===== src/rtl/uart_rx_param_if.sv =====
// uart_rx_param_if: receive-FIFO drain port of uart_rx_param.
//   rx_data    FIFO head word (first-word-fall-through)
//   rx_valid   FIFO not empty
//   fifo_count current number of FIFO entries
//   rx_pop     consumer takes the head word this cycle
// master = receiver side, slave = consumer (command decoder) side.
interface uart_rx_param_if #(
  parameter int DATA_BITS  = 8,
  parameter int FIFO_DEPTH = 4
);
  logic [DATA_BITS-1:0]          rx_data;
  logic                          rx_valid;
  logic [$clog2(FIFO_DEPTH):0]   fifo_count;
  logic                          rx_pop;

  modport master (output rx_data, rx_valid, fifo_count, input rx_pop);
  modport slave  (input rx_data, rx_valid, fifo_count, output rx_pop);
endinterface


===== src/rtl/uart_rx_param.sv =====
// uart_rx_param: parametrised UART receiver with false-start rejection,
// sticky framing/parity/overrun flags and a small FWFT receive FIFO.
//   clk, rst   clock / synchronous active-high reset
//   RX         asynchronous serial line, idles high
//   clr_err    clear sticky error flags (a same-cycle set wins)
//   rxq        FIFO drain port (rx_data, rx_valid, fifo_count, rx_pop)
//   frame_err  sticky: a stop bit sampled low
//   parity_err sticky: parity mismatch
//   overrun    sticky: good word dropped, FIFO full
//   rx_busy    line state machine not idle
module uart_rx_param #(
  parameter int CLK_FREQ   = 50000000,
  parameter int BAUD_RATE  = 19200,
  parameter int DATA_BITS  = 8,
  parameter int PARITY_EN  = 0,
  parameter int PARITY_ODD = 0,
  parameter int STOP_BITS  = 1,
  parameter int FIFO_DEPTH = 4
)(
  input  logic clk,
  input  logic rst,
  input  logic RX,
  input  logic clr_err,
  uart_rx_param_if.master rxq,
  output logic frame_err,
  output logic parity_err,
  output logic overrun,
  output logic rx_busy
);
  localparam int BAUD_DIV = CLK_FREQ / BAUD_RATE;
  localparam int HALF_DIV = BAUD_DIV / 2;
  localparam int CW = $clog2(BAUD_DIV + 1);
  localparam int BW = $clog2(DATA_BITS + 1);
  localparam int AW = $clog2(FIFO_DEPTH);
  localparam logic [CW-1:0] FULL_LD   = CW'(BAUD_DIV - 1);
  localparam logic [CW-1:0] HALF_LD   = CW'(HALF_DIV - 1);
  localparam logic [BW-1:0] LAST_BIT  = BW'(DATA_BITS - 1);
  localparam logic          LAST_STOP = (STOP_BITS == 2);
  localparam logic          PEN       = (PARITY_EN != 0);
  localparam logic          ODD       = (PARITY_ODD != 0);
  localparam logic [AW:0]   DEPTH     = (AW+1)'(FIFO_DEPTH);

  typedef enum logic [2:0] {S_IDLE, S_START, S_DATA, S_PARITY, S_STOP} state_t;

  // two-flop synchroniser, idle-high reset value
  logic rx_m, rx_s;
  always_ff @(posedge clk) begin
    if (rst) begin
      rx_m <= 1'b1;
      rx_s <= 1'b1;
    end else begin
      rx_m <= RX;
      rx_s <= rx_m;
    end
  end

  state_t               state, state_n;
  logic [CW-1:0]        cnt, cnt_n;
  logic [BW-1:0]        bit_idx, bit_n;
  logic [DATA_BITS-1:0] sh, sh_n;
  logic                 stop_idx, stop_n;
  logic                 fe_acc, fe_n, pe_acc, pe_n;
  logic                 done, fe_cur, sample;

  assign sample = (cnt == '0);

  always_ff @(posedge clk) begin
    if (rst) begin
      state    <= S_IDLE;
      cnt      <= '0;
      bit_idx  <= '0;
      sh       <= '0;
      stop_idx <= 1'b0;
      fe_acc   <= 1'b0;
      pe_acc   <= 1'b0;
    end else begin
      state    <= state_n;
      cnt      <= cnt_n;
      bit_idx  <= bit_n;
      sh       <= sh_n;
      stop_idx <= stop_n;
      fe_acc   <= fe_n;
      pe_acc   <= pe_n;
    end
  end

  always_comb begin
    state_n = state;
    cnt_n   = sample ? cnt : cnt - 1'b1;
    bit_n   = bit_idx;
    sh_n    = sh;
    stop_n  = stop_idx;
    fe_n    = fe_acc;
    pe_n    = pe_acc;
    done    = 1'b0;
    fe_cur  = fe_acc | ~rx_s;   // frame error including the current stop sample
    case (state)
      S_IDLE: if (!rx_s) begin
        cnt_n   = HALF_LD;
        state_n = S_START;
      end
      S_START: if (sample) begin
        if (!rx_s) begin
          cnt_n   = FULL_LD;
          bit_n   = '0;
          state_n = S_DATA;
        end else begin
          state_n = S_IDLE;       // glitch, not a real start bit
        end
      end
      S_DATA: if (sample) begin
        sh_n  = {rx_s, sh[DATA_BITS-1:1]};
        cnt_n = FULL_LD;
        bit_n = bit_idx + 1'b1;
        if (bit_idx == LAST_BIT) begin
          state_n = PEN ? S_PARITY : S_STOP;
          stop_n  = 1'b0;
          fe_n    = 1'b0;
          pe_n    = 1'b0;
        end
      end
      S_PARITY: if (sample) begin
        pe_n    = ((^sh) ^ rx_s) != ODD;
        cnt_n   = FULL_LD;
        state_n = S_STOP;
      end
      S_STOP: if (sample) begin
        if (stop_idx == LAST_STOP) begin
          done    = 1'b1;
          state_n = S_IDLE;
        end else begin
          stop_n = 1'b1;
          fe_n   = fe_cur;
          cnt_n  = FULL_LD;
        end
      end
      default: state_n = S_IDLE;
    endcase
  end

  // receive FIFO
  logic [FIFO_DEPTH-1:0][DATA_BITS-1:0] mem;
  logic [AW-1:0] wp, rp;
  logic [AW:0]   count;
  logic          done_ok, pop_ok, full, push, ovr_set;

  assign done_ok = done & ~fe_cur & ~pe_acc;
  assign pop_ok  = rxq.rx_pop & rxq.rx_valid;
  assign full    = (count == DEPTH);
  // a same-cycle pop frees the slot, so a full FIFO still accepts the word
  assign push    = done_ok & (~full | pop_ok);
  assign ovr_set = done_ok & full & ~pop_ok;

  always_ff @(posedge clk) begin
    if (rst) begin
      mem   <= '0;
      wp    <= '0;
      rp    <= '0;
      count <= '0;
    end else begin
      if (push) begin
        mem[wp] <= sh;
        wp      <= wp + 1'b1;
      end
      if (pop_ok) rp <= rp + 1'b1;
      case ({push, pop_ok})
        2'b10:   count <= count + 1'b1;
        2'b01:   count <= count - 1'b1;
        default: count <= count;
      endcase
    end
  end

  always_ff @(posedge clk) begin
    if (rst) begin
      frame_err  <= 1'b0;
      parity_err <= 1'b0;
      overrun    <= 1'b0;
    end else begin
      frame_err  <= (done & fe_cur) | (frame_err  & ~clr_err);
      parity_err <= (done & pe_acc) | (parity_err & ~clr_err);
      overrun    <= ovr_set         | (overrun    & ~clr_err);
    end
  end

  assign rxq.rx_data    = mem[rp];
  assign rxq.rx_valid   = (count != '0);
  assign rxq.fifo_count = count;
  assign rx_busy        = (state != S_IDLE);
endmodule


===== src/flat_wrapper.sv =====
// flat-port wrapper written by rule: the top's interface ports become plain ports
module uart_rx_param_flat 
#(
  parameter int CLK_FREQ   = 50000000,
  parameter int BAUD_RATE  = 19200,
  parameter int DATA_BITS  = 8,
  parameter int PARITY_EN  = 0,
  parameter int PARITY_ODD = 0,
  parameter int STOP_BITS  = 1,
  parameter int FIFO_DEPTH = 4
)
  (clk, rst, RX, clr_err, frame_err, parity_err, overrun, rx_busy, rxq_rx_data, rxq_rx_valid, rxq_fifo_count, rxq_rx_pop);
  uart_rx_param_if #(.DATA_BITS(DATA_BITS), .FIFO_DEPTH(FIFO_DEPTH)) rxq_i ();
  input  logic clk;
  input  logic rst;
  input  logic RX;
  input  logic clr_err;
  output logic frame_err;
  output logic parity_err;
  output logic overrun;
  output logic rx_busy;
  output wire logic [$bits(rxq_i.rx_data)-1:0] rxq_rx_data;
  output wire logic [$bits(rxq_i.rx_valid)-1:0] rxq_rx_valid;
  output wire logic [$bits(rxq_i.fifo_count)-1:0] rxq_fifo_count;
  input wire logic [$bits(rxq_i.rx_pop)-1:0] rxq_rx_pop;
  assign rxq_rx_data = rxq_i.rx_data;
  assign rxq_rx_valid = rxq_i.rx_valid;
  assign rxq_fifo_count = rxq_i.fifo_count;
  assign rxq_i.rx_pop = rxq_rx_pop;
  uart_rx_param #(.CLK_FREQ(CLK_FREQ), .BAUD_RATE(BAUD_RATE), .DATA_BITS(DATA_BITS), .PARITY_EN(PARITY_EN), .PARITY_ODD(PARITY_ODD), .STOP_BITS(STOP_BITS), .FIFO_DEPTH(FIFO_DEPTH)) u_core (.clk(clk), .rst(rst), .RX(RX), .clr_err(clr_err), .rxq(rxq_i), .frame_err(frame_err), .parity_err(parity_err), .overrun(overrun), .rx_busy(rx_busy));
endmodule

===== config.mk =====
export PLATFORM = sky130hd
export DESIGN_NAME = uart_rx_param_flat
export DESIGN_NICKNAME = d
export VERILOG_FILES = /design/src/rtl/uart_rx_param_if.sv /design/src/rtl/uart_rx_param.sv /design/src/flat_wrapper.sv
export SDC_FILE = /design/constraint.sdc
export NUM_CORES = 1
export LEC_CHECK = 0
export ABC_AREA = 1
export ABC_CLOCK_PERIOD_IN_PS = 2700
export BUFFER_PORTS_ARGS = -buffer_cell sky130_fd_sc_hd__buf_2
export CORE_MARGIN = 3
export CORE_UTILIZATION = 50
export CTS_CLUSTER_SIZE = 28
export DETAILED_ROUTE_END_ITERATION = 7
export HOLD_SLACK_MARGIN = 0.02
export PLACE_DENSITY = 0.67
export SYNTH_ARGS = -nofsm -noshare
export SYNTH_HDL_FRONTEND = slang
export SYNTH_SLANG_ARGS = --single-unit

===== constraint.sdc =====
create_clock -name clk -period 2.7 [get_ports clk]
set_clock_uncertainty 0.15 [all_clocks]
set_input_delay 0.27 -clock clk [delete_from_list [all_inputs] [get_ports clk]]
set_output_delay 0.27 -clock clk [all_outputs]
set_load 0.005 [all_outputs]

==> results.py, run 1 <==
metrics = {
    "route": {
        "drt_first_iter_violations": 150,
        "drtAntennaViolNets": 0,
        "vias_per_cell": 5.14,
        "drt_pass1_iterations": 4,
        "finalWirelength_mm": 8.43,
        "drc": 0,
        "wl_per_cell_microns": 12.9,
        "num_vias": 3369,
    },
    "placement": {
        "port_buffers": 20,
        "place_hpwl_mm": 6.11,
        "gp_congestion": 0.859,
    },
    "die": {
        "io_pins": 21,
        "dieHeight_microns": 93.4,
        "coreArea_sq_um": 7330,
        "die_w_microns": 93.4,
        "die_area_sq_um": 8720,
        "num_rows": 31,
        "start_util_pct": 52.1,
    },
    "clocking": {
        "cts.path.max_buffers": 2,
        "cts_repair_resize_count": 0,
        "root_buffer": "clkbuf_8",
        "htreeDepth": 3,
        "cts_tree": "yes",
        "clock-sinks": 73,
        "post_cts_buffers": 0,
        "clk_latency_ns": 0.35,
        "cts_made_buffers": 9,
        "path_clk_slew_ns": 0.09,
    },
    "synthesis": {
        "ys_ff_latch": 73,
        "async_flop_share_pct": 0,
        "syn-instance-count": 530,
        "synth_top_cells_by_area": "dfxtp_1, nand2_1, nor2_1",
        "synthMuxAreaShare_pct": 0,
        "ys_seq_area_share_pct": 38.3,
        "synth_compound_area_share_pct": 14.1,
        "synth_top_area_cell": "dfxtp_1",
        "yosys.area_share.simple_pct": 34.8,
        "synth_edf_count": 0,
        "synth_top_family_by_area": "simple AND/OR/NAND/NOR gates",
        "synth_warnings": 0,
        "yosysTopAreaCellShare_pct": 38.3,
        "synth_nets": 544,
        "ys.flop_type": "dfxtp_1",
        "synth_area_sq_um": 3820,
        "synth_xor_area_share_pct": 2.07,
        "synth.avg_cell_area_sq_um": 7.20,
        "synth_cell_types": 38,
        "synth_fa_ha_area_share_pct": 3.15,
    },
    "layout": {
        "antenna_cells": 0,
        "fill_cells": 694,
        "area_growth_pct": 10.5,
        "utilization_pct": 57.5,
        "final_layout_size_suffix_gt1_share_pct": 15.8,
        "nets": 565,
    },
    "job": {
        "cap_viol_max_count": 0,
    },
    "power": {
        "p_leak_nw": 1.99,
        "p_per_area_nw_per_um2": 947,
        "vdd_drop_max_uv": 584,
    },
    "worst_setup_path": {
        "startpoint_type": "flop",
        "crit_path_end_kind": "output pin",
        "cp_max_fo": 25,
        "reg2reg_from": "u_core.cnt[0]$_SDFF_PP0_",
        "r2r_end": "u_core.cnt[0]$_SDFF_PP0_",
        "critPathRequiredTime_ns": 2.28,
        "r2r_cells": 9,
        "critPathKind": "reg -> out",
        "worstPathArrival_ns": 1.97,
        "reg2reg_slack_ns": 0.56,
    },
    "timing": {
        "tightest_slew_ns": 0.805,
        "hold_viol_final": 0,
        "tns_ns": 0,
        "final.min_clock_period_ns": 2.39,
        "fmax_ghz": 0.419,
        "maxSlewHeadroom_pct": 46.0,
        "drv_slew": 0,
        "timing.final.crit_share_pct": 88.4,
        "setup_viol": 0,
        "rsz0062_at_grt": "no",
    },
    "grt": {
        "grt_pass1_wl_mm": 14.7,
        "grt_pass1_vias": 3277,
        "grt_max_degree": 46,
        "antenna_found_initial": 0,
        "grtUsageTotal_pct": 20.8,
        "overflow": 0,
    },
    "min_path": {
        "min_path_cells": 4,
        "min-delay-start": "clr_err",
        "worstHoldEndpoint": "u_core.parity_err$_SDFF_PP0_",
        "hold_path_class": "in -> reg",
    },
    "run_status": {
        "status": "completed",
    },
}
[flip-flops by register name (all words and copies together) (netlist names), 2 cells and up]
name / flops
u_core.bit_idx: 4
u_core.rxq.fifo_count: 3
u_core.rp: 2
u_core.state: 3
u_core.cnt: 12
u_core.wp: 2
u_core.mem: 32
u_core.sh: 8
[routing by layer]
| layer | GRT usage (%) | routed length [microns] | vias up |
|---|---|---|---|
| li1 | - | - | 1763 |
| met1 | 25.8 | 3930 | 1542 |
| met2 | 35.9 | 4050 | 52 |
| met3 | 3.14 | 295 | 12 |
| met4 | 8.42 | 155 | 0 |
| met5 | 0 | 0 | - |
[kinds of logic (layout without fill, tap and decap cells)]
family,after synthesis,in the layout
AOI/OAI and AO/OA,99,99
and+or+nand+nor,267,267
buffers and inverters,73,99
adders and majority gates,9,9
xor gates and xnor gates,9,9
DFF,73,73
[final cells by class]
class                      count  area, sq um  area share [%]
clock buffer                  10          138            3.26
clock inverter                 6         67.6            1.60
inverter                      60          239            5.67
multi-input combinational    384         2060            48.9
sequential                    73         1460            34.7
tap                           99          124            2.94
timing repair buffer          23          125            2.97
[how the worst max path moves through the flow]
| stage | slack (ns) | cells past startpoint | to | from |
|---|---|---|---|---|
| global route | 0.17 | 5 | rxq_rx_data[4] | u_core.rp[0]$_SDFFE_PP0N_ |
| global placement | 0.65 | 9 | u_core.cnt[0]$_SDFF_PP0_ | u_core.cnt[0]$_SDFF_PP0_ |
| detailed placement | 0.59 | 9 | u_core.cnt[0]$_SDFF_PP0_ | u_core.cnt[0]$_SDFF_PP0_ |
| floorplan | 0.74 | 9 | u_core.cnt[0]$_SDFF_PP0_ | u_core.cnt[0]$_SDFF_PP0_ |
| finish | 0.31 | 5 | rxq_rx_data[1] | u_core.rp[0]$_SDFFE_PP0N_ |
| CTS | 0.31 | 5 | rxq_rx_data[1] | u_core.rp[0]$_SDFFE_PP0N_ |
[stage by stage]
step           std cells  cell area (sq um)  worst slack (ns)  total power [mW]  hold WS, ns
6_report             655               4220             0.314              3.99       0.0432
5_1_grt              655               4220             0.166              4.34       0.0602
4_1_cts              655               4220             0.306              4.00       0.0380
3_5_place_dp         638               4000             0.587              3.11        0.247
3_3_place_gp         638               4000             0.654              3.07        0.241
2_1_floorplan        530               3820             0.744              2.70        0.224
[power by group]
group | leakage (nW) | internal [mW] | total, mW | switching, mW
Combinational | 1.29 | 0.583 | 1.72 | 1.14
Clock | 0.0985 | 0.453 | 0.885 | 0.431
Sequential | 0.592 | 1.23 | 1.39 | 0.159
Total | 1.99 | 2.27 | 3.99 | 1.73
[synthesized netlist by cell type, types with 4 or more instances]
| cell type | number |
|---|---|
| nand4_1 | 4 |
| or2_2 | 5 |
| nor3_1 | 5 |
| nand3_1 | 25 |
| nand2_4 | 4 |
| ha_1 | 8 |
| clkbuf_1 | 11 |
| xor2_1 | 7 |
| o21ai_0 | 30 |
| a21oi_2 | 5 |
| nor2_1 | 83 |
| nor3_2 | 24 |
| nand3b_1 | 4 |
| inv_1 | 55 |
| a21oi_1 | 56 |
| dfxtp_1 | 73 |
| nand2_1 | 105 |
[cells in the final DEF, fill, tap and decap left out, types with 2 or more instances in the layout]
| cell | count |
|---|---|
| nor2_1 | 83 |
| nand4_1 | 4 |
| o21ai_0 | 30 |
| a211oi_1 | 2 |
| nand2_4 | 4 |
| clkinv_4 | 4 |
| clkinv_2 | 2 |
| nand3b_1 | 4 |
| nor3_1 | 5 |
| clkbuf_8 | 10 |
| a21oi_1 | 56 |
| a21oi_2 | 5 |
| dfxtp_1 | 73 |
| buf_2 | 20 |
| buf_4 | 2 |
| nor3_2 | 24 |
| ha_1 | 8 |
| nor2_2 | 2 |
| nand2_1 | 105 |
| inv_1 | 55 |
| xnor2_1 | 2 |
| or2_2 | 5 |
| xor2_1 | 7 |
| clkinvlp_4 | 2 |
| nand2_2 | 2 |
| nand3_1 | 25 |
[critical path, stage by stage, from the launching register on]
cell	delay, ns
dfxtp_1	0.54
inv_1	0.41
o21ai_0	0.27
a21oi_1	0.08
a21oi_1	0.19
buf_2	0.14
[what timing repair did]
| action | CTS | global route |
|---|---|---|
| endpoints found under the hold margin | 1 | 0 |
| hold buffers | 1 | 0 |
| endpoints found under the setup margin | 0 | 0 |
No activity file was read; power rests on OpenSTA's default activity.
==> run 2: changes to the inputs <==
--- a/config.mk
+++ b/config.mk
@@ -14,6 +14,7 @@
 export DETAILED_ROUTE_END_ITERATION = 7
 export HOLD_SLACK_MARGIN = 0.02
 export PLACE_DENSITY = 0.67
+export RECOVER_POWER = 100
 export SYNTH_ARGS = -nofsm -noshare
 export SYNTH_HDL_FRONTEND = slang
 export SYNTH_SLANG_ARGS = --single-unit
==> run 2 against run 1 <==
Count of clock-buffer cells in the layout stayed put. Total power is 1.3% lower. Sequential share of layout area is 0.63 points higher. Via count is 0.36% higher. Combinational power is 3% lower. Register-to-register slack worse by 0.20 ns. Largest cell class unchanged.
==> results.py, run 2 (synthesis results as in run 1) <==
metrics = {
    "clocking": {
        "cts.path.max_buffers": 2,
        "clk_latency_ns": 0.35,
        "cts_tree": "yes",
        "root_buffer": "clkbuf_8",
        "post_cts_buffers": 0,
        "cts_made_buffers": 9,
        "htreeDepth": 3,
        "clock-sinks": 73,
        "path_clk_slew_ns": 0.09,
    },
    "timing": {
        "drv_slew": 0,
        "fmax_ghz": 0.418,
        "final.min_clock_period_ns": 2.39,
        "rsz0062_at_grt": "no",
        "tns_ns": 0,
        "fin_ws_ns": 0.308,
        "setup_viol": 0,
        "tightest_slew_ns": 1.17,
        "maxSlewHeadroom_pct": 21.8,
        "hold_viol_final": 0,
        "timing.final.crit_share_pct": 88.6,
    },
    "die": {
        "io_pins": 21,
        "dieHeight_microns": 93.4,
        "start_util_pct": 52.1,
        "die_area_sq_um": 8720,
        "die_w_microns": 93.4,
        "coreArea_sq_um": 7330,
        "num_rows": 31,
    },
    "worst_setup_path": {
        "worstPathBufferInverterCount": 2,
        "reg2reg_slack_ns": 0.36,
        "reg2reg_from": "u_core.cnt[0]$_SDFF_PP0_",
        "crit_path_end_kind": "output pin",
        "slowest_delay_ns": 0.54,
        "critPathKind": "reg -> out",
        "cp_common_cell": "a21oi_1",
        "startpoint": "u_core.rp[0]$_SDFFE_PP0N_",
        "startpoint_type": "flop",
        "critPathRequiredTime_ns": 2.28,
        "critPathCapture": "rxq_rx_data[1]",
        "r2r_cells": 9,
        "path_depth": 5,
        "path_cells": "inv_1, o21ai_0, a21oi_1, a21oi_1, clkbuf_1",
        "worstPathArrival_ns": 1.97,
        "crit_slowest_cell": "dfxtp_1",
        "critPathTopFamily": "flip-flops",
        "cp_max_fo": 25,
        "r2r_end": "u_core.cnt[0]$_SDFF_PP0_",
    },
    "placement": {
        "dpl_worst_slack_ns": 0.587,
        "port_buffers": 20,
        "gp_congestion": 0.859,
        "dpl.cell_count": 638,
        "place_hpwl_mm": 6.11,
    },
    "grt": {
        "grtUsageTotal_pct": 20.8,
        "grt_pass1_vias": 3277,
        "grt_pass1_wl_mm": 14.7,
        "antenna_found_initial": 0,
        "overflow": 0,
        "grt_max_degree": 46,
    },
    "route": {
        "drtAntennaViolNets": 0,
        "finalWirelength_mm": 8.47,
        "drc": 0,
        "num_vias": 3381,
        "vias_per_cell": 5.16,
        "drt_pass1_iterations": 4,
        "drt_first_iter_violations": 133,
        "wl_per_cell_microns": 12.9,
    },
    "power": {
        "combPwrFrac_pct": 42.4,
        "vdd_drop_max_uv": 570,
        "internal_power_mw": 2.24,
        "p_per_area_nw_per_um2": 952,
        "seqPwrFrac_pct": 35.2,
        "p_leak_nw": 1.92,
        "switching_share_pct": 43.1,
        "clkPwrFrac_pct": 22.3,
        "p_sw_mw": 1.70,
        "power_mw": 3.94,
    },
    "layout": {
        "nets": 565,
        "largest_register": "u_core.mem",
        "largest_reg_flops": 32,
        "fin_cells": 655,
        "final_common_cell": "nand2_1",
        "antenna_cells": 0,
        "final_layout_size_suffix_gt1_share_pct": 11.7,
        "area_growth_pct": 8.52,
        "layout_common_cells": "nand2_1, nor2_1, dfxtp_1",
        "largest_registers": "u_core.mem (32), u_core.cnt (12), u_core.sh (8)",
    },
    "min_path": {
        "hold_path_class": "in -> reg",
    },
    "job": {
        "cap_viol_max_count": 0,
    },
    "run_status": {
        "status": "completed",
    },
}
## run 2: changes by cell type in the layout (fill, tap and decap cells not counted), sizes merged
cell | before | now
clkbuf | 10 | 27
buf | 22 | 5
## run 2: through the flow
stage	cell area (sq um)	util [%]	hold WS, ns
after detailed placement	4000	54.6	0.247
after global routing	4140	56.5	0.0602
after CTS	4220	57.5	0.0380
after global placement	4000	54.6	0.241
after floorplan	3820	-	0.224
final	4140	56.5	0.0446
## run 2: metal layers
| layer | part of all wire (%) | GRT usage [%] | up-vias | wire length, microns |
|---|---|---|---|---|
| li1 | - | - | 1764 | - |
| met2 | 48 | 35.9 | 54 | 4060 |
| met1 | 47 | 25.8 | 1547 | 4000 |
| met4 | 1.9 | 8.42 | 0 | 161 |
| met3 | 2.9 | 3.14 | 16 | 246 |
| met5 | 0 | 0 | - | 0 |
## run 2: how the worst min path moves through the flow
stage                                 from                      endpoint  slack, ns  depth (start not counted)
floorplan                               RX        u_core.rx_m$_SDFF_PP1_       0.22                          1
global placement    u_core.rx_m$_SDFF_PP1_        u_core.rx_s$_SDFF_PP1_       0.24                          1
detailed placement  u_core.rx_m$_SDFF_PP1_        u_core.rx_s$_SDFF_PP1_       0.25                          1
CTS                                clr_err  u_core.parity_err$_SDFF_PP0_       0.04                          4
global route                       clr_err   u_core.frame_err$_SDFF_PP0_       0.06                          4
finish                             clr_err   u_core.frame_err$_SDFF_PP0_       0.04                          4
## run 2: worst reg2reg max path, cell delays in order (launching register included)
cell,delay (ns)
dfxtp_1,0.33
inv_1,0.10
ha_1,0.19
nand2_1,0.06
nor2_1,0.23
nand2_1,0.25
ha_1,0.34
or2_2,0.30
a21oi_1,0.16
a31oi_1,0.10
## run 2: power by group through the flow
stage / Clock (mW) / Sequential [mW] / Combinational (mW)
after global routing: 0.951 / 1.41 / 1.92
after global placement: 0 / 1.41 / 1.66
final: 0.881 / 1.39 / 1.67
after floorplan: 0 / 1.36 / 1.34
after detailed placement: 0 / 1.41 / 1.70
after CTS: 0.903 / 1.39 / 1.71
## run 2: timing repair
action	in CTS	in global routing
hold buffers	1	0
endpoints found under the hold margin	1	0
resized for setup	0	0
## run 2: final cells by class
| cell class | count | area [sq um] |
|---|---|---|
| Clock buffer | 10 | 138 |
| Clock inverter | 6 | 67.6 |
| Fill cell | 717 | 3190 |
| Inverter | 60 | 239 |
| Multi-Input combinational cell | 384 | 2010 |
| Sequential cell | 73 | 1460 |
| Tap cell | 99 | 124 |
| Timing Repair Buffer | 23 | 103 |
